### config.mk
export PLATFORM = sky130hd
export DESIGN_NAME = instr_fetch_unit_flat
export DESIGN_NICKNAME = d
export VERILOG_FILES = /design/src/rtl/instr_fetch_unit_if.sv /design/src/rtl/instr_fetch_unit.sv /design/src/flat_wrapper.sv
export SDC_FILE = /design/constraint.sdc
export NUM_CORES = 1
export LEC_CHECK = 0
export BUFFER_PORTS_ARGS = -buffer_cell sky130_fd_sc_hd__buf_2
export CORE_MARGIN = 2
export CORE_UTILIZATION = 44
export CTS_CLUSTER_DIAMETER = 120
export DETAILED_ROUTE_END_ITERATION = 10
export PLACE_DENSITY_LB_ADDON = 0.05
export SETUP_SLACK_MARGIN = 0.4
export SLEW_MARGIN = 5
export SYNTH_ARGS = -nofsm -noshare
export SYNTH_HDL_FRONTEND = slang
export SYNTH_SLANG_ARGS = --single-unit
### constraint.sdc
create_clock -name clk -period 5.7 [get_ports clk]
set_input_delay 0.285 -clock clk [delete_from_list [all_inputs] [get_ports clk]]
set_output_delay 0.285 -clock clk [all_outputs]
set_load 0.005 [all_outputs]
### src/rtl/instr_fetch_unit_if.sv
// instr_fetch_unit_if: instruction-memory request/response and decode handshake bundle
interface instr_fetch_unit_if #(parameter int XLEN = 64);
  logic            imem_req_valid;
  logic            imem_req_ready;
  logic [XLEN-1:0] imem_req_addr;
  logic            imem_resp_valid;
  logic [31:0]     imem_resp_data;
  logic            if_valid;
  logic            if_ready;
  logic [31:0]     if_instr;
  logic [XLEN-1:0] if_pc;
  modport master (
    output imem_req_valid, imem_req_addr, if_valid, if_instr, if_pc,
    input  imem_req_ready, imem_resp_valid, imem_resp_data, if_ready
  );
  modport slave (
    input  imem_req_valid, imem_req_addr, if_valid, if_instr, if_pc,
    output imem_req_ready, imem_resp_valid, imem_resp_data, if_ready
  );
endinterface

### src/rtl/instr_fetch_unit.sv
// instr_fetch_unit: PC-owning fetch stage, one outstanding imem read, redirect handling; IFU_MISALIGN_CHECK_EN enables misaligned-redirect halt
module instr_fetch_unit #(
  parameter int              XLEN     = 64,
  parameter logic [XLEN-1:0] RESET_PC = '0,
  parameter logic [XLEN-1:0] PC_STEP  = XLEN'(4)
) (
  input  logic                clk,
  input  logic                rst,
  instr_fetch_unit_if.master  bus,
  input  logic                redirect_valid,
  input  logic [XLEN-1:0]     redirect_pc,
  output logic [XLEN-1:0]     PCOut,
  output logic                misalign_err
);
`ifdef IFU_MISALIGN_CHECK_EN
  typedef enum logic [2:0] {IDLE, FETCH, WAIT, HOLD, HALT} state_t;
  wire [XLEN-1:0] rd_pc = redirect_pc;
`else
  typedef enum logic [2:0] {IDLE, FETCH, WAIT, HOLD} state_t;
  wire [XLEN-1:0] rd_pc = redirect_pc & ~XLEN'(3);
`endif
  state_t          state, state_n;
  logic [XLEN-1:0] pc, pc_n, ifpc_q, ifpc_n;
  logic [31:0]     instr_q, instr_n;
  logic            kill, kill_n, merr, merr_n;
  assign bus.imem_req_valid = (state == FETCH) & ~redirect_valid;
  assign bus.imem_req_addr  = pc;
  assign bus.if_valid       = (state == HOLD);
  assign bus.if_instr       = instr_q;
  assign bus.if_pc          = ifpc_q;
  assign PCOut              = pc;
  assign misalign_err       = merr;
  // next-state, PC and holding-register logic; redirect outranks every handshake
  always_comb begin
    state_n = state;
    pc_n    = pc;
    kill_n  = kill;
    instr_n = instr_q;
    ifpc_n  = ifpc_q;
    merr_n  = merr;
    case (state)
      IDLE: begin
        state_n = FETCH;
        pc_n    = redirect_valid ? rd_pc : pc;
      end
      FETCH:
        if (redirect_valid) pc_n = rd_pc;
        else if (bus.imem_req_ready) begin
          state_n = WAIT;
          ifpc_n  = pc;
        end
      WAIT:
        if (redirect_valid) begin
          pc_n    = rd_pc;
          kill_n  = ~bus.imem_resp_valid;
          state_n = bus.imem_resp_valid ? FETCH : WAIT;
        end else if (bus.imem_resp_valid) begin
          kill_n  = 1'b0;
          state_n = kill ? FETCH : HOLD;
          instr_n = kill ? instr_q : bus.imem_resp_data;
          pc_n    = kill ? pc : pc + PC_STEP;
        end
      HOLD: state_n = (redirect_valid | bus.if_ready) ? FETCH : HOLD;
      default: ;
    endcase
    if (state == HOLD && redirect_valid) pc_n = rd_pc;
`ifdef IFU_MISALIGN_CHECK_EN
    if (state != HALT && redirect_valid && |redirect_pc[1:0]) begin
      merr_n  = 1'b1;
      pc_n    = redirect_pc;
      state_n = HALT;
      kill_n  = 1'b0;
    end
`endif
  end
  // state registers with asynchronous active-low reset
  always_ff @(posedge clk or negedge rst)
    if (!rst) begin
      state   <= IDLE;
      pc      <= RESET_PC;
      kill    <= 1'b0;
      instr_q <= '0;
      ifpc_q  <= '0;
      merr    <= 1'b0;
    end else begin
      state   <= state_n;
      pc      <= pc_n;
      kill    <= kill_n;
      instr_q <= instr_n;
      ifpc_q  <= ifpc_n;
      merr    <= merr_n;
    end
endmodule
### src/flat_wrapper.sv
// flat-port wrapper written by rule: the top's interface ports become plain ports
module instr_fetch_unit_flat 
#(
  parameter int              XLEN     = 64,
  parameter logic [XLEN-1:0] RESET_PC = '0,
  parameter logic [XLEN-1:0] PC_STEP  = XLEN'(4)
)
  (clk, rst, redirect_valid, redirect_pc, PCOut, misalign_err, bus_imem_req_valid, bus_imem_req_addr, bus_if_valid, bus_if_instr, bus_if_pc, bus_imem_req_ready, bus_imem_resp_valid, bus_imem_resp_data, bus_if_ready);
  instr_fetch_unit_if #(.XLEN(XLEN)) bus_i ();
  input  logic clk;
  input  logic rst;
  input  logic redirect_valid;
  input  logic [XLEN-1:0] redirect_pc;
  output logic [XLEN-1:0] PCOut;
  output logic misalign_err;
  output wire logic [$bits(bus_i.imem_req_valid)-1:0] bus_imem_req_valid;
  output wire logic [$bits(bus_i.imem_req_addr)-1:0] bus_imem_req_addr;
  output wire logic [$bits(bus_i.if_valid)-1:0] bus_if_valid;
  output wire logic [$bits(bus_i.if_instr)-1:0] bus_if_instr;
  output wire logic [$bits(bus_i.if_pc)-1:0] bus_if_pc;
  input wire logic [$bits(bus_i.imem_req_ready)-1:0] bus_imem_req_ready;
  input wire logic [$bits(bus_i.imem_resp_valid)-1:0] bus_imem_resp_valid;
  input wire logic [$bits(bus_i.imem_resp_data)-1:0] bus_imem_resp_data;
  input wire logic [$bits(bus_i.if_ready)-1:0] bus_if_ready;
  assign bus_imem_req_valid = bus_i.imem_req_valid;
  assign bus_imem_req_addr = bus_i.imem_req_addr;
  assign bus_if_valid = bus_i.if_valid;
  assign bus_if_instr = bus_i.if_instr;
  assign bus_if_pc = bus_i.if_pc;
  assign bus_i.imem_req_ready = bus_imem_req_ready;
  assign bus_i.imem_resp_valid = bus_imem_resp_valid;
  assign bus_i.imem_resp_data = bus_imem_resp_data;
  assign bus_i.if_ready = bus_if_ready;
  instr_fetch_unit #(.XLEN(XLEN), .RESET_PC(RESET_PC), .PC_STEP(PC_STEP)) u_core (.clk(clk), .rst(rst), .bus(bus_i), .redirect_valid(redirect_valid), .redirect_pc(redirect_pc), .PCOut(PCOut), .misalign_err(misalign_err));
endmodule
Yosys cells after proc, flatten, opt, wreduce, memory -nomap -nowiden
Index checks and enable logic that the tools add are counted.
{"block": "totals", "register_bits": 164, "latch_bits": 0, "ram_bits": 0, "rom_bits": 0, "input_bits": 102, "out_inout_bits": 227, "word_cells": 47, "mem_count": 0}
{"block": "classes", "n_addsub": 1, "multipliers": 0, "div": 0, "order_cmp": 0, "eq_ne": 9, "shifts": 0, "mux": 16, "bitwise_logic": 5, "reduce_logical": 11}
{"op": "$mux 64", "n": 5}
{"op": "$pmux 64 s2", "n": 1}
{"op": "$add 64x3->64 const B", "n": 1}
{"op": "$mux 3", "n": 4}
{"op": "$pmux 3 s4", "n": 1}
{"op": "$reduce_and 4->1", "n": 3}
{"op": "$eq 3x2->1 const B", "n": 2}
{"op": "$mux 2", "n": 3}
{"op": "$ne 2x2->1 const B", "n": 2}
{"op": "$ne 4x3->1 const B", "n": 1}
{"op": "$ne 4x4->1 const B", "n": 1}
{"op": "$reduce_bool 4->1", "n": 1}
{"op": "$eq 3x1->1 const B", "n": 1}
{"op": "$logic_not 3->1", "n": 1}
{"op": "$ne 3x1->1 const B", "n": 1}
{"op": "$ne 3x3->1 const B", "n": 1}
{"op": "$not 1->1", "n": 3}
{"op": "$reduce_and 3->1", "n": 1}
{"op": "$reduce_bool 3->1", "n": 1}
{"op": "$mux 1", "n": 2}
{"op": "$reduce_and 2->1", "n": 1}
{"op": "$reduce_bool 2->1", "n": 1}
{"op": "$reduce_or 2->1", "n": 1}
{"op": "$and 1x1->1", "n": 1}
{"op": "other kinds (2)", "n": 2}

Longest topological paths before layout
Gate-level depths: netlist (run 1).
{"block": "logic_depth", "depth_word": 6, "ltp_mapped": 9, "ltp_nobuf": 7}

Least setup slack after synthesis (run 1)
OpenSTA, ideal clock, no wires.
{"block": "synth_path", "kind": "register to register", "startpoint": "register u_core.state[0]", "endpoint": "register u_core.pc[55] (netlist: u_core.PCOut[55])", "setup_ns": 0.104, "arrival_time_ns": 2.224, "required_time_ns": 5.596, "path_slack_ns": 3.372, "path_stages_with_launch": 6, "path_buffers": 0, "period_less_slack_ns": 2.328, "cell_sequence": "dfrtp_1 ha_1 or3_1 or3_1 or4_1 o311ai_1"}
{"block": "synth_via", "elab_chain_cells": 4, "word_cells_on_any_way": 13, "classes_between": "6 x eq/ne; 2 x mux; 5 x reduce/logical"}
{"element": "from (decl)", "line": "instr_fetch_unit.sv:22", "source": "state_t state, state_n;"}
{"element": "from (signal assigned)", "line": "instr_fetch_unit.sv:86", "source": "state <= state_n;"}
{"element": "$eq 3x2->1 (*)"}
{"element": "via bus_if_valid", "line": "flat_wrapper.sv:18", "source": "output wire logic [$bits(bus_i.if_valid)-1:0] bus_if_valid;"}
{"element": "$logic_and 1x1->1 (*)", "line": "instr_fetch_unit.sv:66", "source": "if (state == HOLD && redirect_valid) pc_n = rd_pc;"}
{"element": "$ne 4x4->1 (no line) (tied with other cells)"}
{"element": "$reduce_and 4->1 (no line)"}
{"element": "to (signal assigned)", "line": "instr_fetch_unit.sv:87", "source": "pc <= pc_n;"}
{"element": "to (decl)", "line": "instr_fetch_unit.sv:23", "source": "logic [XLEN-1:0] pc, pc_n, ifpc_q, ifpc_n;"}
Mark *: on every way through the listed nets, which the timed path passes. The rest lies on a longest branch.
A chain may end at the register's enable or synchronous reset.

Worst setup path after layout (run 1)
{"block": "layout_path", "startpoint": "register u_core.pc[11] (netlist: u_core.PCOut[11])", "endpoint": "register u_core.pc[63] (netlist: u_core.PCOut[63])"}
{"block": "layout_via", "elab_chain_cells": 6}
{"element": "$add 64x3->64", "line": "instr_fetch_unit.sv:61", "source": "pc_n = kill ? pc : pc + PC_STEP;"}
{"element": "$mux 64", "line": "instr_fetch_unit.sv:61"}
{"element": "$mux 64", "line": "instr_fetch_unit.sv:57", "source": "end else if (bus.imem_resp_valid) begin"}
{"element": "$mux 64", "line": "instr_fetch_unit.sv:53", "source": "if (redirect_valid) begin"}
{"element": "$pmux 64 s2", "line": "instr_fetch_unit.sv:41", "source": "case (state)"}
{"element": "$mux 64", "line": "instr_fetch_unit.sv:66"}
No other way between the ends. The select of a mux whose other input is x is not followed.

==> flow_metrics.env, run 1 <==
export IMPL_initial_utilization_pct=44.5
export IMPL_tns_ns=0
export IMPL_muxShareOfSynthArea_pct=12.1
export IMPL_hold_path_class="input pin to flip-flop"
export IMPL_drt_pass1_iterations=6
export IMPL_relSlewSlack_pct=27.0
export IMPL_ys_flop_type="dfrtp_1"
export IMPL_crit_path_frequent_cell="and4_1"
export IMPL_area_growth_pct=22.2
export IMPL_ff_latch_area_um2=3980
export IMPL_grt_pass1_wl_um=38900
export IMPL_crit_path_end_kind="flip-flop"
export IMPL_die_h_um=144
export IMPL_h_tree_depth=4
export IMPL_path_cells="and4_1, and4_1, nand3_1, or3_1, o211ai_1"
export IMPL_postSynthRegisterBits=159
export IMPL_powerDensity_nw_per_um2=558
export IMPL_hpwl_um=16900
export IMPL_ys_warn_count=0
export IMPL_worst_pin_slew_ns=1.10
export IMPL_critPathMaxStageDelay_ns=0.76
export IMPL_io_buffer_count=319
export IMPL_antenna_found_initial=2
export IMPL_period_share_pct=54.4
export IMPL_synth_compound_area_share_pct=14.4
export IMPL_maxSlewViolCount=0
export IMPL_leakagePower_nw=4.73
export IMPL_cts_root_buf="clkbuf_16"
export IMPL_cts_buffers=17
export IMPL_nets=1187
export IMPL_synth_adder_area_share_pct=0.730
export IMPL_yosysSeqAreaShare_pct=46.4
export IMPL_worstPathRequired_ns=6.04
export IMPL_multi_input_area_um2=3870
export IMPL_vias=7591
export IMPL_crit_cells=5
export IMPL_layout_min_cycle_time_ns=3.10
export IMPL_syn_area_um2=8580
export IMPL_yosys_area_share_simple_pct=17.2
export IMPL_drc=0
export IMPL_clock_sinks=159
export IMPL_reg2reg_slack_ns=2.60
export IMPL_ant_nets=0
export IMPL_fmax_mhz=322
export IMPL_setup_viol=0
export IMPL_synth_top_family_by_area="simple AND/OR/NAND/NOR gates"
export IMPL_drive_gt1_share_pct=42.6
export IMPL_clk_insertion_delay_late_ns=0.43
export IMPL_synth_edff_count=0
export IMPL_hold_violations=0
export IMPL_grt_pass1_vias=7118
export IMPL_n_fill_cell=1800
export IMPL_slowest_stage="nand3_1"
export IMPL_finalWirelength_um=25000
export IMPL_r2r_worst_path_cells=5
export IMPL_synth_xor_area_share_pct=0
export IMPL_rsz0062_at_grt="false"
export IMPL_critPathLaunchType="flip-flop"
export IMPL_p_total_mw=5.85
export IMPL_syn_inst=854
export IMPL_rows=51
export IMPL_die_area_um2=20600
export IMPL_gp_congestion=0.827
export IMPL_cpLargestDelayFamily="simple AND/OR/NAND/NOR gates"
export IMPL_fp_coreArea_um2=19300
export IMPL_worstPathArrival_ns=3.44
export IMPL_die_width_um=144
export IMPL_ctsResizeCount=0
export IMPL_outcome="finished, final reports clean"
export IMPL_grt_max_degree=99
export IMPL_drt_vias_per_instance=5.59
export IMPL_cts_path_max_buffers=2
export IMPL_ys_async_sr_fraction_pct=100
export IMPL_grt_total_usage_pct=24.3
export IMPL_whs_path_depth=3
export IMPL_skew_ns=0.0142
export IMPL_drv_cap=0
export IMPL_cts_clk_slew_worst_paths_ns=0.07
export IMPL_synthDistinctLibCells=60
export IMPL_gr_total_overflow=0
export IMPL_wl_per_cell_um=18.4
export IMPL_io_pins=329
export IMPL_drt_iter0_markers=419
export IMPL_avgSynthCellArea_um2=10.0
export IMPL_peakVddDrop_mv=0.232
export IMPL_crit_type="flip-flop to flip-flop"
export IMPL_crit_buf_inv=0
export IMPL_cts_tree="done"
export IMPL_crit_fanout=20
worst min-delay path: stages:
cell and delay, ns:
buf_2 0.07, nand2_1 0.04, nand3_1 0.06
cell usage after synthesis (3+ instances only):
cell type	count	area, um^2
o22ai_1	12	75.1
o21a_1	3	22.5
dfrtp_1	159	3980
a21oi_1	43	215
nor3b_1	7	52.6
nand3_1	40	200
o31ai_1	4	30.0
o22a_1	12	105
o211ai_1	13	97.6
buf_2	6	30.0
a311oi_1	4	35.0
a211oi_1	4	30.0
a31oi_1	17	106
and2_1	9	56.3
and4_1	8	70.1
o31a_1	5	43.8
or3_1	16	100
nor4_2	4	50.1
nor3_1	11	55.1
nor2b_1	3	18.8
o32ai_1	3	26.3
o21ai_0	30	150
nor4_1	6	37.5
nand2_1	59	221
nand4_1	29	181
ha_1	5	62.6
clkbuf_1	44	165
inv_1	12	45.0
buf_1	6	22.5
nand2b_1	3	18.8
nor2_1	54	203
mux2_2	90	1010
o311ai_0	4	35.0
or4_1	3	22.5
a22o_1	3	26.3
and3_1	12	75.1
or2_2	5	31.3
buf_4	69	518
a22oi_1	9	67.6
layout by cell type (no fill, tap or decap), types with 3 or more instances in the layout:
cell         n
o311ai_0     4
a211oi_1     4
conb_1       7
o22a_1      12
nor2_1      52
nor3b_1      7
inv_6        7
a31oi_1     17
or4_1        3
o32ai_1      3
o21a_1       3
o21ai_0     30
or2_2        5
a22oi_1      9
buf_2      318
a311oi_1     4
or3_1       16
clkbuf_16   17
inv_1       12
mux2_2      90
o22ai_1     12
nand2_1     58
and3_1      12
and2_1       9
ha_1         5
nor4_1       6
and4_1       8
nor3_1      11
nand4_1     29
a21oi_1     43
o31a_1       5
o31ai_1      4
nand3_1     40
a22o_1       3
nor4_2       4
o211ai_1    13
dfrtp_1    159
buf_4        6
cell type report:
type | instances | share of cell area [%]
clock inverters | 14 | 1.61
inverters | 12 | 0.430
flip-flops and latches | 159 | 38.0
clock buffers | 17 | 4.06
diodes | 2 | 0.0477
repair buffers | 326 | 15.8
multi-input cells | 564 | 36.9
well taps | 265 | 3.16
power by group:
group / leakage (nW) / switching (mW) / internal (mW)
Combinational: 2.55 / 1.15 / 1.18
Clock: 0.290 / 0.523 / 0.661
Sequential: 1.88 / 0.644 / 1.69
Total: 4.73 / 2.32 / 3.53
routing by layer:
layer	track usage, %	vias to the layer above	wire length (um)
met4	8.36	0	493
met3	6.10	33	1930
met1	32.8	3678	10900
met5	0	-	0
li1	-	3544	-
met2	38.3	336	11600
worst paths after layout:
kind | from | to
setup reg to reg | u_core.PCOut[11] | u_core.PCOut[63]
max in group asynchronous | rst | u_core.PCOut[8]
min in group asynchronous | rst | u_core.PCOut[44]
setup / recovery | u_core.PCOut[11] | u_core.PCOut[63]
hold / removal | redirect_pc[56] | u_core.PCOut[56]
hold reg to reg | u_core.bus.if_pc[38] | u_core.bus.if_pc[38]
cells by family after synthesis:
logic type / count (synthesis)
muxes: 92
AOI/OAI and AO/OA: 185
other: 1
adders and majority gates: 5
and+or+nand+nor: 275
DFF: 159
buffers and inverters: 137
per-stage QoR:
step	hold WS (ns)	setup slack, ns	area (um^2)	std cells	utilization, %
floorplan	-0.0106	3.37	8600	860	-
global placement	0.460	2.65	9870	1325	51.2
detailed placement	0.460	2.68	9870	1325	51.2
CTS	0.0439	2.66	10500	1357	54.4
global route	0.0640	2.35	10500	1357	54.4
finish	0.0679	2.60	10500	1359	54.4
sequential cells by signal (all words and copies together), names as in the netlist:
register / count
u_core.PCOut: 62
u_core.bus.if_pc: 62
u_core.bus.if_instr: 32
u_core.state: 2
u_core.kill: 1
repair_timing:
item                       in CTS  in global routing
setup endpoints to repair       0                  0
hold buffers                    1                  0
setup buffers                   0                  0
hold endpoints to repair        1                  0
Power figures use the tool's default switching activity.
==> run 2, diff against run 1 <==
Clock period 5.7 ns to 2.8 ns, I/O delays scaled along.
==> flow_metrics.env, run 2 (synthesis gave the netlist of run 1 again) <==
export IMPL_clk_insertion_delay_late_ns=0.43
export IMPL_powerDensity_nw_per_um2=1090
export IMPL_drt_pass1_iterations=5
export IMPL_area_growth_pct=33.8
export IMPL_cts_root_buf="clkbuf_16"
export IMPL_hpwl_um=17900
export IMPL_critPathLaunchType="flip-flop"
export IMPL_cts_clk_slew_worst_paths_ns=0.07
export IMPL_n_fill_cell=1710
export IMPL_grt_pass1_vias=7646
export IMPL_rsz0062_at_grt="false"
export IMPL_drc=0
export IMPL_skew_ns=0.0117
export IMPL_initial_utilization_pct=44.5
export IMPL_drv_cap=0
export IMPL_drive_gt1_share_pct=43.8
export IMPL_cts_tree="done"
export IMPL_r2r_start="u_core.state[0]"
export IMPL_nets=1280
export IMPL_crit_fanout=5
export IMPL_place_inst=1355
export IMPL_die_width_um=144
export IMPL_crit_type="flip-flop to flip-flop"
export IMPL_io_pins=329
export IMPL_cts_path_max_buffers=2
export IMPL_final_common_cell="buf_2"
export IMPL_antenna_found_initial=1
export IMPL_fmax_mhz=437
export IMPL_ant_nets=0
export IMPL_gr_total_overflow=0
export IMPL_peakVddDrop_mv=0.544
export IMPL_holdCritStartpoint="redirect_pc[40]"
export IMPL_layout_min_cycle_time_ns=2.29
export IMPL_vias=8046
export IMPL_h_tree_depth=4
export IMPL_rows=51
export IMPL_worstPathArrival_ns=2.65
export IMPL_worstPathRequired_ns=3.16
export IMPL_grt_max_degree=69
export IMPL_crit_path_end_kind="flip-flop"
export IMPL_fp_coreArea_um2=19300
export IMPL_min_to="u_core.PCOut[40]"
export IMPL_setup_viol=0
export IMPL_hold_path_class="input pin to flip-flop"
export IMPL_finalWirelength_um=27000
export IMPL_gp_congestion=0.873
export IMPL_die_area_um2=20600
export IMPL_relSlewSlack_pct=55.1
export IMPL_period_share_pct=81.8
export IMPL_drt_iter0_markers=457
export IMPL_whs_path_depth=3
export IMPL_timing_final_ws_setup_ns=0.510
export IMPL_hold_violations=0
export IMPL_maxSlewViolCount=0
export IMPL_final_cells=1452
export IMPL_reg2reg_slack_ns=0.51
export IMPL_regToRegEndpoint="u_core.PCOut[62]"
export IMPL_outcome="finished, final reports clean"
export IMPL_place_ws_ns=0.107
export IMPL_drt_vias_per_instance=5.54
export IMPL_tns_ns=0
export IMPL_io_buffer_count=319
export IMPL_cts_buffers=17
export IMPL_clock_sinks=159
export IMPL_r2r_worst_path_cells=7
export IMPL_grt_total_usage_pct=26.1
export IMPL_grt_pass1_wl_um=41800
export IMPL_die_h_um=144
export IMPL_final_cell_mix="318 x buf_2, 158 x dfrtp_1, 90 x mux2_2, 58 x nand2_1, 53 x dlygate4sd3_1"
export IMPL_leakagePower_nw=5.18
export IMPL_worst_pin_slew_ns=0.674
export IMPL_wl_per_cell_um=18.6
[run 2: cell types whose count changed in the layout (fill, tap and decap cells not counted), moves of 4 or more]
cell / delta
clkinvlp_4: +4
buf_12: +5
dlygate4sd3_1: +52
buf_4: +31
inv_6: -4
[run 2: repair_timing]
item | in CTS | in global routing
endpoints found under the setup margin | 39 | 34
hold buffers | 53 | 0
buffers inserted | 4 | 3
pin swaps | 4 | 2
hold endpoints to repair | 115 | 0
resized for setup | 7 | 13
gates cloned | 3 | 1
[run 2: how the worst max path moves through the flow]
stage                     from          endpoint  slack [ns]  cells after the start
4_1_cts        u_core.state[1]  u_core.PCOut[61]        0.40                      6
3_3_place_gp   u_core.state[1]  u_core.PCOut[11]        0.17                      9
6_report       u_core.state[0]  u_core.PCOut[62]        0.51                      7
3_5_place_dp   u_core.state[1]  u_core.PCOut[27]        0.11                      9
5_1_grt        u_core.state[1]   u_core.PCOut[4]        0.40                      9
2_1_floorplan  u_core.state[0]  u_core.PCOut[55]        0.47                      5
[run 2: cell type report]
type	instances	area (um^2)	share of cell area, %
Clock buffer	19	443	3.86
Inverter	12	45.0	0.393
Tap cell	265	332	2.89
Multi-Input combinational cell	566	3940	34.3
Timing Repair Buffer	417	2580	22.5
Clock inverter	13	153	1.33
Sequential cell	159	3980	34.7
Antenna cell	1	2.50	0.0218
[run 2: critical path, stage by stage, from the launching register on]
cell and delay (ns):
dfrtp_1 0.44, inv_2 0.07, ha_1 0.22, or3_4 0.36
or3_4 0.36, buf_4 0.18, or4_1 0.49, nand3_1 0.09
[run 2: per-layer routing]
layer / up-vias / track usage [%] / wire length, um
met5: - / 0 / 0
met2: 339 / 43.4 / 13100
met3: 27 / 4.93 / 1800
li1: 3739 / - / -
met4: 0 / 7.28 / 398
met1: 3941 / 34.9 / 11700
[run 2: where the power goes]
part	switching [mW]	leakage (nW)	internal, mW
Clock	1.02	0.275	1.35
Combinational	2.61	3.02	2.76
Sequential	1.27	1.88	3.44
[run 2: metrics by stage]
step	utilization (%)	cell area (um^2)	hold slack (ns)	power, mW
final	59.5	11500	0.0288	12.5
after global routing	59.5	11500	0.0406	13.4
after CTS	59.1	11400	0.00229	12.4
after detailed placement	52.7	10100	0.201	9.73
after global placement	52.7	10100	0.198	9.65
after floorplan	-	8600	-0.156	7.67
